File: src/rtl/mem_dma.sv
// Block-transfer requester for a single-port word memory: word copy (src->dst)
// or constant fill (dst) of len words. All outputs come straight from registers.
module mem_dma #(
  parameter int AW    = 8,
  parameter int CNT_W = 8
) (
  input  logic             clk,
  input  logic             rst_n,
  input  logic             start,
  input  logic             abort,
  input  logic             mode,
  input  logic [AW-1:0]    src,
  input  logic [AW-1:0]    dst,
  input  logic [CNT_W-1:0] len,
  input  logic [AW-1:0]    fill_val,
  output logic             busy,
  output logic             done,
  output logic [CNT_W-1:0] xfer_cnt,
  output logic             mem_we,
  output logic [AW-1:0]    mem_a,
  output logic [AW-1:0]    mem_wd,
  input  logic [AW-1:0]    mem_rd,
  output logic [1:0]       dbg_state
);

  typedef enum logic [1:0] {IDLE = 2'd0, RD = 2'd1, WR = 2'd2, DONE = 2'd3} state_t;

  state_t             state;
  logic [AW-1:0]      src_l;
  logic [AW-1:0]      dst_l;
  logic [CNT_W-1:0]   len_l;
  logic               mode_l;
  logic [AW-1:0]      fill_l;
  logic [CNT_W-1:0]   idx;
  logic [CNT_W-1:0]   idx_nx;
  logic               last;

  assign idx_nx    = idx + CNT_W'(1);
  assign last      = (idx == len_l - CNT_W'(1));
  assign dbg_state = state;

  // Outputs are computed one edge ahead so that mem_a/mem_we/mem_wd line up
  // with the state they belong to. In copy mode mem_wd doubles as the read buffer.
  always_ff @(posedge clk or negedge rst_n) begin
    if (!rst_n) begin
      state    <= IDLE;
      src_l    <= '0;
      dst_l    <= '0;
      len_l    <= '0;
      mode_l   <= 1'b0;
      fill_l   <= '0;
      idx      <= '0;
      xfer_cnt <= '0;
      busy     <= 1'b0;
      done     <= 1'b0;
      mem_we   <= 1'b0;
      mem_a    <= '0;
      mem_wd   <= '0;
    end else begin
      done <= 1'b0;
      case (state)
        IDLE: begin
          busy   <= 1'b0;
          mem_we <= 1'b0;
          mem_a  <= '0;
          mem_wd <= '0;
          if (start) begin
            src_l    <= src;
            dst_l    <= dst;
            len_l    <= len;
            mode_l   <= mode;
            fill_l   <= fill_val;
            idx      <= '0;
            xfer_cnt <= '0;
            if (len == '0) begin
              state <= DONE;
              done  <= 1'b1;
            end else if (mode) begin
              state  <= WR;
              busy   <= 1'b1;
              mem_we <= 1'b1;
              mem_a  <= dst;
              mem_wd <= fill_val;
            end else begin
              state <= RD;
              busy  <= 1'b1;
              mem_a <= src;
            end
          end
        end
        RD: begin
          if (abort) begin
            state <= IDLE;
            busy  <= 1'b0;
            mem_a <= '0;
          end else begin
            state  <= WR;
            mem_we <= 1'b1;
            mem_a  <= dst_l + AW'(idx);
            mem_wd <= mem_rd;
          end
        end
        WR: begin
          // The write presented this cycle commits at this edge, aborted or not.
          idx      <= idx_nx;
          xfer_cnt <= xfer_cnt + CNT_W'(1);
          if (abort || last) begin
            state  <= abort ? IDLE : DONE;
            done   <= !abort;
            busy   <= 1'b0;
            mem_we <= 1'b0;
            mem_a  <= '0;
            mem_wd <= '0;
          end else if (mode_l) begin
            mem_a  <= dst_l + AW'(idx_nx);
            mem_wd <= fill_l;
          end else begin
            state  <= RD;
            mem_we <= 1'b0;
            mem_a  <= src_l + AW'(idx_nx);
          end
        end
        DONE: begin
          state <= IDLE;
        end
        default: state <= IDLE;
      endcase
    end
  end

endmodule
File: config.mk
export PLATFORM = sky130hd
export DESIGN_NAME = mem_dma
export DESIGN_NICKNAME = d
export VERILOG_FILES = /design/src/rtl/mem_dma.sv
export SDC_FILE = /design/constraint.sdc
export NUM_CORES = 1
export LEC_CHECK = 0
export BUFFER_PORTS_ARGS = -buffer_cell sky130_fd_sc_hd__buf_2
export CORE_ASPECT_RATIO = 1.25
export CORE_MARGIN = 8
export CORE_UTILIZATION = 55
export CTS_CLUSTER_SIZE = 12
export DETAILED_ROUTE_END_ITERATION = 7
export GPL_ROUTABILITY_DRIVEN = 0
export PLACE_DENSITY = 0.79
export SYNTH_ARGS = -nofsm -noshare
export SYNTH_HDL_FRONTEND = slang
export SYNTH_SLANG_ARGS = --single-unit
File: constraint.sdc
create_clock -name clk -period 3.27 [get_ports clk]
set_input_delay 0.654 -clock clk [delete_from_list [all_inputs] [get_ports clk]]
set_output_delay 0.654 -clock clk [all_outputs]
set_load 0.1 [all_outputs]
; ---- Word-level counts from Yosys, hierarchy flattened
; Index checks and enable logic that the tools add are counted.
[classes]
add_sub_neg = 6
reduce_logical = 12
muxes = 41
n_eq_ne = 10
[op_table]
columns = cell, n
row1 = $mux 8, 13
row2 = $pmux 8 s3, 2
row3 = $pmux 8 s2, 2
row4 = $add 8x8->8, 3
row5 = $add 8x1->8 const B, 2
row6 = $mux 2, 7
row7 = $mux 1, 13
row8 = $reduce_and 3->1, 3
row9 = $eq 8x8->1, 1
row10 = $logic_not 8->1, 1
row11 = $ne 2x2->1 const B, 4
row12 = $pmux 2 s4, 1
row13 = $sub 8x1->8 const B, 1
row14 = $ne 3x3->1 const B, 2
row15 = $pmux 1 s3, 2
row16 = $reduce_and 2->1, 3
row17 = $eq 2x2->1 const B, 2
row18 = $reduce_bool 3->1, 1
row19 = $eq 2x1->1 const B, 1
row20 = $logic_not 2->1, 1
row21 = $pmux 1 s2, 1
row22 = $reduce_bool 2->1, 1
row23 = $logic_not 1->1, 1
row24 = $logic_or 1x1->1, 1
[totals]
ff_bits = 70
out_inout_bits = 29
word_cells = 82
in_bits = 45

; ---- Logic depth before layout (Yosys ltp)
; Gate-level depths: netlist (run 1).
[logic_depth]
ltp_word = 5
ltp_mapped = 12
depth_no_buf = 11

; ---- Least setup slack after synthesis (run 1)
; Ideal clock, no wire load.
[synth_timing]
path_kind = flip-flop to flip-flop
from = register state[0], in the netlist dbg_state[0]
to = register mem_wd[2]
path_buffers = 2
arrival_ns = 2.689
synth_period_minus_slack_ns = 2.815
setup_slack_ns = 0.455
setup_time_ns = 0.126
required_time_ns = 3.144
stages_incl_launch_ff = 9
path_cell_list = dfrtp_1 > inv_1 > ha_1 > nor3_1 > and2_1 > clkbuf_1 > clkbuf_1 > a221o_1 > mux2_4
[synth_between]
elab_chain_cells = 3
elab_cells_between_ends = 8
cone_classes = eq/ne: 4 / mux: 1 / reduce/logical: 3
[synth_lines]
columns = element, line
row1 = start: declaration, 28  ; state_t state;
row2 = start signal: assignment, 108  ; state <= abort ? IDLE : DONE;
row3 = "$eq 2x2->1, or another cell as far along", 61  ; case (state)
row4 = "$ne 3x3->1 (no source line), or another cell as far along", --
row5 = $reduce_and 3->1 (no source line), --
row6 = end signal: assignment, 83  ; mem_wd <= fill_val;
row7 = end signal: assignment, 100  ; mem_wd <= mem_rd;
row8 = end signal: assignment, 116  ; mem_wd <= fill_l;
row9 = end: declaration, 21  ; output logic [AW-1:0] mem_wd,
; Parallel ways exist; a longest one is shown, timed or not.
; A chain may end at the register's enable or synchronous reset.

; ---- Worst setup path in the final report (run 1)
[layout_timing]
from = register mode_l
to = register mem_a[7]
[layout_between]
elab_chain_cells = 3
[layout_lines]
columns = element, line
row1 = start: declaration, 32  ; logic mode_l;
row2 = start signal: assignment, 71  ; mode_l <= mode;
row3 = $mux 8, 114  ; end else if (mode_l) begin
row4 = $mux 8, 107  ; if (abort || last) begin
row5 = $pmux 8 s3, 61
row6 = end signal: assignment, 82  ; mem_a <= dst;
row7 = end signal: assignment, 115  ; mem_a <= dst_l + AW'(idx_nx);
row8 = end signal: assignment, 120  ; mem_a <= src_l + AW'(idx_nx);
row9 = end: declaration, 20  ; output logic [AW-1:0] mem_a,
; No other way between the ends.

==> reports/results.ini, run 1 <==
[finish]
area_growth_pct = 15.9
diodes = 0
fin_util_pct = 64.5
nets = 546
stdcell_area_um2 = 4940
fillers = 635
drive_gt1_share_pct = 30.4

[clock_tree]
clock_latency_ns = 0.37
cts_buffer_depth = 2
cts_tree = built
numCtsBuffers = 9
htreeDepth = 3
cts_sinks = 70
cts_hold_repair.buffers = 0
clk_pin_slew_ns = 0.08
post_cts_buffers = 0
ctsResizeCount = 0
clockRootBuffer = clkbuf_8

[logic_synthesis]
synth.avg_cell_area_um2 = 10.6
yosys.area.top_type = dfrtp_1
async_reset_ff_share_pct = 100
syn-num-nets = 470
synth-seq-cells = 70
yosysMostFrequentCell = dfrtp_1
synthCells = 402
synthTopCellsByArea = dfrtp_1, mux2_2, ha_1, a221o_1, xor2_1
synth-edff-count = 0
synth_common_cells = dfrtp_1, mux2_2, nor2_1
ys_warn_count = 0
syn_area_um2 = 4260
synth.distinct_cells = 56
synth_flop_cell = dfrtp_1
yosysTopAreaCellShare_pct = 41.1
ys_seq_area_share_pct = 41.1

[sta]
slew_headroom_pct = 28.6
final.min_clock_period_ns = 2.73
report.final.hold_viol_count = 0
grt_setup_unrepaired = false
max_freq_mhz = 366
setup-violations-final = 0
slew_violations = 0
fin_skew_ns = 0.00917
worst_pin_slew_ns = 1.06
timing.setup.tns_ns = 0
min_period_over_period_pct = 83.6

[drt]
ant_nets = 0
routed_via_density = 5.92
wl_um = 10500
first_pass_iters = 4
first_iter_violations = 235
avgRoutedWirePerCell_um = 18.1
vias = 3419
drc = 0

[placed_design]
dpl.hpwl_um = 8010
dpl_cell_area_um2 = 4740
port_buffers = 73

[die]
pin_count = 74
core_um2 = 7660
fp.dieArea_um2 = 10800
die_y_um = 114
die_x_um = 94.7
rows = 36
start_util_pct = 55.6

[setup_path]
critPathMaxFanout = 7
worstSetupStartpointType = flop
crit_path_end_kind = flop
r2r_cells = 10
reg2reg_slack_ns = 0.54
critPathCapture = mem_a[7]$_DFFE_PN0P_
r2r-start = mode_l$_DFFE_PN0P_
arrival_ns = 2.96
worstSetupPathType = reg -> reg
cp-startpoint = mode_l$_DFFE_PN0P_
crit-reg2reg-capture = mem_a[7]$_DFFE_PN0P_
cp.required_ns = 3.50

[global_route]
grt_first_pass_wirelength_um = 17400
grt_overflow = 0
grtUsageTotal_pct = 20.5
grt_antenna_before_repair = 0
grt_max_degree = 33
grt_pass1_vias = 3525

[power]
p_leak_nw = 2.45
irDropWorstVdd_uv = 878
p_per_area_nw_per_um2 = 1120

[run_status]
outcome = completed

[flow_run]
cap_violations = 0

[worst_hold_path]
hold_class = in -> async

[area by class of cell]
cell class / instances / area (um^2) / area share, %
Sequential cell: 70 / 1750 / 35.5
Multi-Input combinational cell: 296 / 2370 / 48.0
Timing Repair Buffer: 81 / 425 / 8.61
Clock inverter: 7 / 72.6 / 1.47
Tap cell: 95 / 119 / 2.41
Clock buffer: 9 / 124 / 2.51
Inverter: 20 / 75.1 / 1.52
[cell families (layout without fill, tap and decap cells)]
logic type	after synthesis	after routing	share of synthesized area, %
adder cells (fa/ha/maj)	23	23	7.11
buffers and inverters	36	117	3.38
flip-flops	70	70	41.1
multiplexers	48	48	13.3
AO/OA/AOI/OAI	97	97	16.9
XOR/XNOR	33	33	6.78
AND/OR/NAND/NOR	95	95	11.5
[flip-flops by register name, summed over array words and instances (netlist names), 2 cells and up]
| signal | flops |
|---|---|
| mem_a | 8 |
| dbg_state | 2 |
| len_l | 8 |
| mem_wd | 8 |
| xfer_cnt | 8 |
| dst_l | 8 |
| fill_l | 8 |
| src_l | 8 |
| idx | 8 |
[stage by stage]
step                total power [mW]  worst slack, ns  hold WS, ns  std cells
floorplan                       4.12            0.455        0.358        402
global placement                4.70            0.424        0.486        562
detailed placement              4.81            0.357        0.496        562
CTS                             5.53            0.539        0.199        578
global route                    5.88            0.227        0.215        578
finish                          5.52            0.535        0.194        578
[placed cells by master, fill, tap and decap left out, types with 16 or more instances in the layout]
| cell type | instances |
|---|---|
| buf_2 | 73 |
| xnor2_1 | 16 |
| ha_1 | 21 |
| a21oi_1 | 16 |
| a221o_1 | 16 |
| xor2_1 | 17 |
| nand2_1 | 21 |
| inv_1 | 20 |
| dfrtp_1 | 70 |
| mux2_2 | 35 |
| o21ai_0 | 20 |
| nor2_1 | 23 |
[where the power goes]
group | internal (mW) | switching (mW)
combinational | 1.21 | 2.08
sequential | 1.21 | 0.305
clock | 0.354 | 0.354
[worst min path at each step]
| stage | cells after the start | slack [ns] | end | from |
|---|---|---|---|---|
| final | 1 | 0.19 | dst_l[6]$_DFFE_PN0P_ | rst_n |
| after floorplan | 0 | 0.36 | busy$_DFFE_PN0P_ | rst_n |
| after detailed placement | 1 | 0.50 | src_l[4]$_DFFE_PN0P_ | src_l[4]$_DFFE_PN0P_ |
| after CTS | 1 | 0.20 | dst_l[6]$_DFFE_PN0P_ | rst_n |
| after global routing | 1 | 0.21 | dst_l[6]$_DFFE_PN0P_ | rst_n |
| after global placement | 1 | 0.49 | src_l[4]$_DFFE_PN0P_ | src_l[4]$_DFFE_PN0P_ |
[worst max-delay path, cell delays in order, from the launching register on]
cell and delay, ns:
dfrtp_1 0.57, mux2i_1 0.39, inv_1 0.08, ha_1 0.32, a211oi_1 0.28, o21ai_0 0.18, a21o_1 0.20, a21oi_1 0.18
xnor2_1 0.09, a221oi_1 0.24, a21oi_1 0.06
[metal layers]
layer  GRT usage (%)  share of wire, %  wire length, um
met2            34.1                50             5290
met4            10.9               2.9              301
met1            23.9                41             4330
met3            4.53               5.4              564
met5               0                 0                0
Power figures use the tool's default switching activity.
==> run 2: changes to the inputs <==
--- a/config.mk
+++ b/config.mk
@@ -8,11 +8,11 @@
 export BUFFER_PORTS_ARGS = -buffer_cell sky130_fd_sc_hd__buf_2
 export CORE_ASPECT_RATIO = 1.25
 export CORE_MARGIN = 8
-export CORE_UTILIZATION = 55
+export CORE_UTILIZATION = 51
 export CTS_CLUSTER_SIZE = 12
 export DETAILED_ROUTE_END_ITERATION = 7
 export GPL_ROUTABILITY_DRIVEN = 0
-export PLACE_DENSITY = 0.79
+export PLACE_DENSITY = 0.77
 export SYNTH_ARGS = -nofsm -noshare
 export SYNTH_HDL_FRONTEND = slang
 export SYNTH_SLANG_ARGS = --single-unit
==> constraint.sdc (replaced) <==
create_clock -name clk -period 2.4 [get_ports clk]
set_input_delay 0.48 -clock clk [delete_from_list [all_inputs] [get_ports clk]]
set_output_delay 0.48 -clock clk [all_outputs]
set_load 0.1 [all_outputs]
==> reports/results.ini, run 2 (synthesis results as in run 1) <==
[setup_path]
cp.required_ns = 2.66  ; was 3.50 ns
critPathMaxFanout = 8  ; was 7
crit_path_max_incr_delay_ns = 0.56  ; was 0.57 ns
crit_path_cell_trace = or4_4 -> or3_4 -> o211ai_4 -> nand2_4 -> a31oi_4 -> buf_12 -> mux2_4  ; was mux2i_1 -> inv_1 -> ha_1 -> a211oi_1 -> o21ai_0 -> a21o_1 -> a21oi_1 -> xnor2_1 -> a221oi_1 -> a21oi_1
crit-reg2reg-capture = mem_wd[1]$_DFFE_PN0P_  ; was mem_a[7]$_DFFE_PN0P_
path_buf_inv = 1  ; unchanged
r2r-start = len_l[5]$_DFFE_PN0P_  ; was mode_l$_DFFE_PN0P_
reg2reg_slack_ns = -0.09  ; was 0.54 ns
worst_path_max_delay_cell = or4_4  ; was dfrtp_1
crit_path_end_kind = flop  ; unchanged
r2r_cells = 7  ; was 10
worstSetupPathType = reg -> reg  ; unchanged
cp_top_family = simple AND/OR/NAND/NOR gates  ; was compound AO/OA/AOI/OAI gates
worstSetupStartpointType = flop  ; unchanged
arrival_ns = 2.75  ; was 2.96 ns

[finish]
drive_gt1_share_pct = 41.3  ; was 30.4%
diodes = 0  ; unchanged
area_growth_pct = 29.2  ; was 15.9%
stdcell_area_um2 = 5500  ; was 4940 um^2
finalNonFillerCells = 617  ; was 578
final_cell_mix = buf_2, dfrtp_1, buf_4, mux2_2, nand2_1  ; was buf_2, dfrtp_1, mux2_2, nor2_1
fin_util_pct = 67.2  ; was 64.5%
fillers = 615  ; was 635
nets = 583  ; was 546
layout_commonest_cell = buf_2  ; unchanged

[drt]
vias = 3644  ; was 3419
ant_nets = 0  ; unchanged
first_pass_iters = 4  ; unchanged
routed_via_density = 5.91  ; was 5.92
drc = 0  ; unchanged
avgRoutedWirePerCell_um = 18.7  ; was 18.1 um
first_iter_violations = 211  ; was 235
wl_um = 11500  ; was 10500 um

[die]
core_um2 = 8190  ; was 7660 um^2
start_util_pct = 52.0  ; was 55.6%
pin_count = 74  ; unchanged
die_y_um = 118  ; was 114 um
rows = 37  ; was 36
fp.dieArea_um2 = 11600  ; was 10800 um^2
die_x_um = 97.8  ; was 94.7 um

[sta]
final.min_clock_period_ns = 2.49  ; was 2.73 ns
worst_pin_slew_ns = 0.613  ; was 1.06 ns
setup_ws_ns = -0.0939  ; was 0.535 ns
slew_violations = 0  ; unchanged
fin_skew_ns = 0.0118  ; was 0.00917 ns
timing.setup.tns_ns = -0.945  ; was 0 ns
report.final.hold_viol_count = 0  ; unchanged
slew_headroom_pct = 58.8  ; was 28.6%
grt_setup_unrepaired = true  ; was false
max_freq_mhz = 401  ; was 366 MHz
min_period_over_period_pct = 104  ; was 83.6%
setup-violations-final = 14  ; was 0

[clock_tree]
cts_sinks = 70  ; unchanged
cts_buffer_depth = 2  ; unchanged
cts_tree = built  ; unchanged
htreeDepth = 3  ; unchanged
clock_latency_ns = 0.37  ; about the same
clockRootBuffer = clkbuf_8  ; unchanged
clk_pin_slew_ns = 0.08  ; about the same
numCtsBuffers = 9  ; unchanged

[global_route]
grt_max_degree = 41  ; was 33
grt_antenna_before_repair = 0  ; unchanged
grt_overflow = 0  ; unchanged
grt_pass1_vias = 3932  ; was 3525
grt_first_pass_wirelength_um = 19100  ; was 17400 um
grtUsageTotal_pct = 20.5  ; about the same

[power]
p_leak_nw = 2.70  ; was 2.45 nW
p_per_area_nw_per_um2 = 1580  ; was 1120 nW/um^2
irDropWorstVdd_uv = 695  ; was 878 uV

[placed_design]
port_buffers = 73  ; unchanged
dp_cells = 597  ; was 562
dpl.hpwl_um = 8410  ; was 8010 um
dpl_cell_area_um2 = 5040  ; was 4740 um^2

[run_status]
violations = setup timing
outcome = complete, but fails checks  ; was completed

[flow_run]
cap_violations = 0  ; unchanged

[worst_hold_path]
hold_class = in -> async  ; unchanged

-- run 2: cell count changes in the layout (fill, tap and decap cells not counted), moves of 3 or more --
cell       change
dfrtp_1        -4
o21ai_0        -3
buf_4         +32
nor2_2         +3
bufinv_16      +3
dfrtp_2        +3
buf_12         +3
nor2_1         -3
-- run 2: worst max-delay path by stage --
stage / start / end / depth (start not counted)
6_report: len_l[5]$_DFFE_PN0P_ / mem_wd[1]$_DFFE_PN0P_ / 7
5_1_grt: len_l[5]$_DFFE_PN0P_ / mem_wd[5]$_DFFE_PN0P_ / 7
4_1_cts: len_l[5]$_DFFE_PN0P_ / mem_wd[1]$_DFFE_PN0P_ / 6
3_5_place_dp: len_l[5]$_DFFE_PN0P_ / mem_wd[1]$_DFFE_PN0P_ / 6
3_3_place_gp: len[3] / mem_a[5]$_DFFE_PN0P_ / 9
2_1_floorplan: len_l[3]$_DFFE_PN0P_ / mem_wd[3]$_DFFE_PN0P_ / 7
-- run 2: worst register-to-register path: stages (launching register included) --
cell	delay [ns]
dfrtp_1	0.39
or4_4	0.56
or3_4	0.40
o211ai_4	0.28
nand2_4	0.12
a31oi_4	0.18
buf_12	0.16
mux2_4	0.30
-- run 2: layout make-up --
type	count	area, um^2	share of cell area [%]
well taps	97	121	2.21
clock buffers	10	138	2.50
flip-flops and latches	70	1760	32.0
clock inverters	6	133	2.41
repair buffers	117	737	13.4
multi-input cells	297	2540	46.2
inverters	20	75.1	1.36
-- run 2: per-layer routing --
metal | wire [um] | vias to the layer above | part of all wire (%) | GRT usage (%)
li1 | - | 1709 | - | -
met1 | 4620 | 1776 | 40 | 22.9
met2 | 5970 | 130 | 52 | 36.1
met3 | 609 | 29 | 5.3 | 4.70
met4 | 345 | 0 | 3.0 | 9.58
met5 | 0 | - | 0 | 0
-- run 2: repair_timing --
| item | CTS | global route |
|---|---|---|
| pin swaps | 4 | 4 |
| cloned | 0 | 1 |
| setup buffers | 2 | 1 |
| hold buffers | 0 | 0 |
| setup endpoints to repair | 16 | 20 |
| resized for setup | 14 | 23 |
-- run 2: where the power goes --
group	internal, mW	switching, mW
sequential	1.66	0.333
clock	0.822	0.469
combinational	2.15	3.24
-- run 2: through the flow --
stage               hold slack, ns  worst slack [ns]  total power, mW
floorplan                    0.184           -0.0281             5.66
global placement             0.488           -0.0576             6.86
detailed placement           0.487           -0.0966             7.01
CTS                         0.0942           -0.0364             8.41
global route                 0.106            -0.148             9.15
finish                      0.0905           -0.0939             8.68
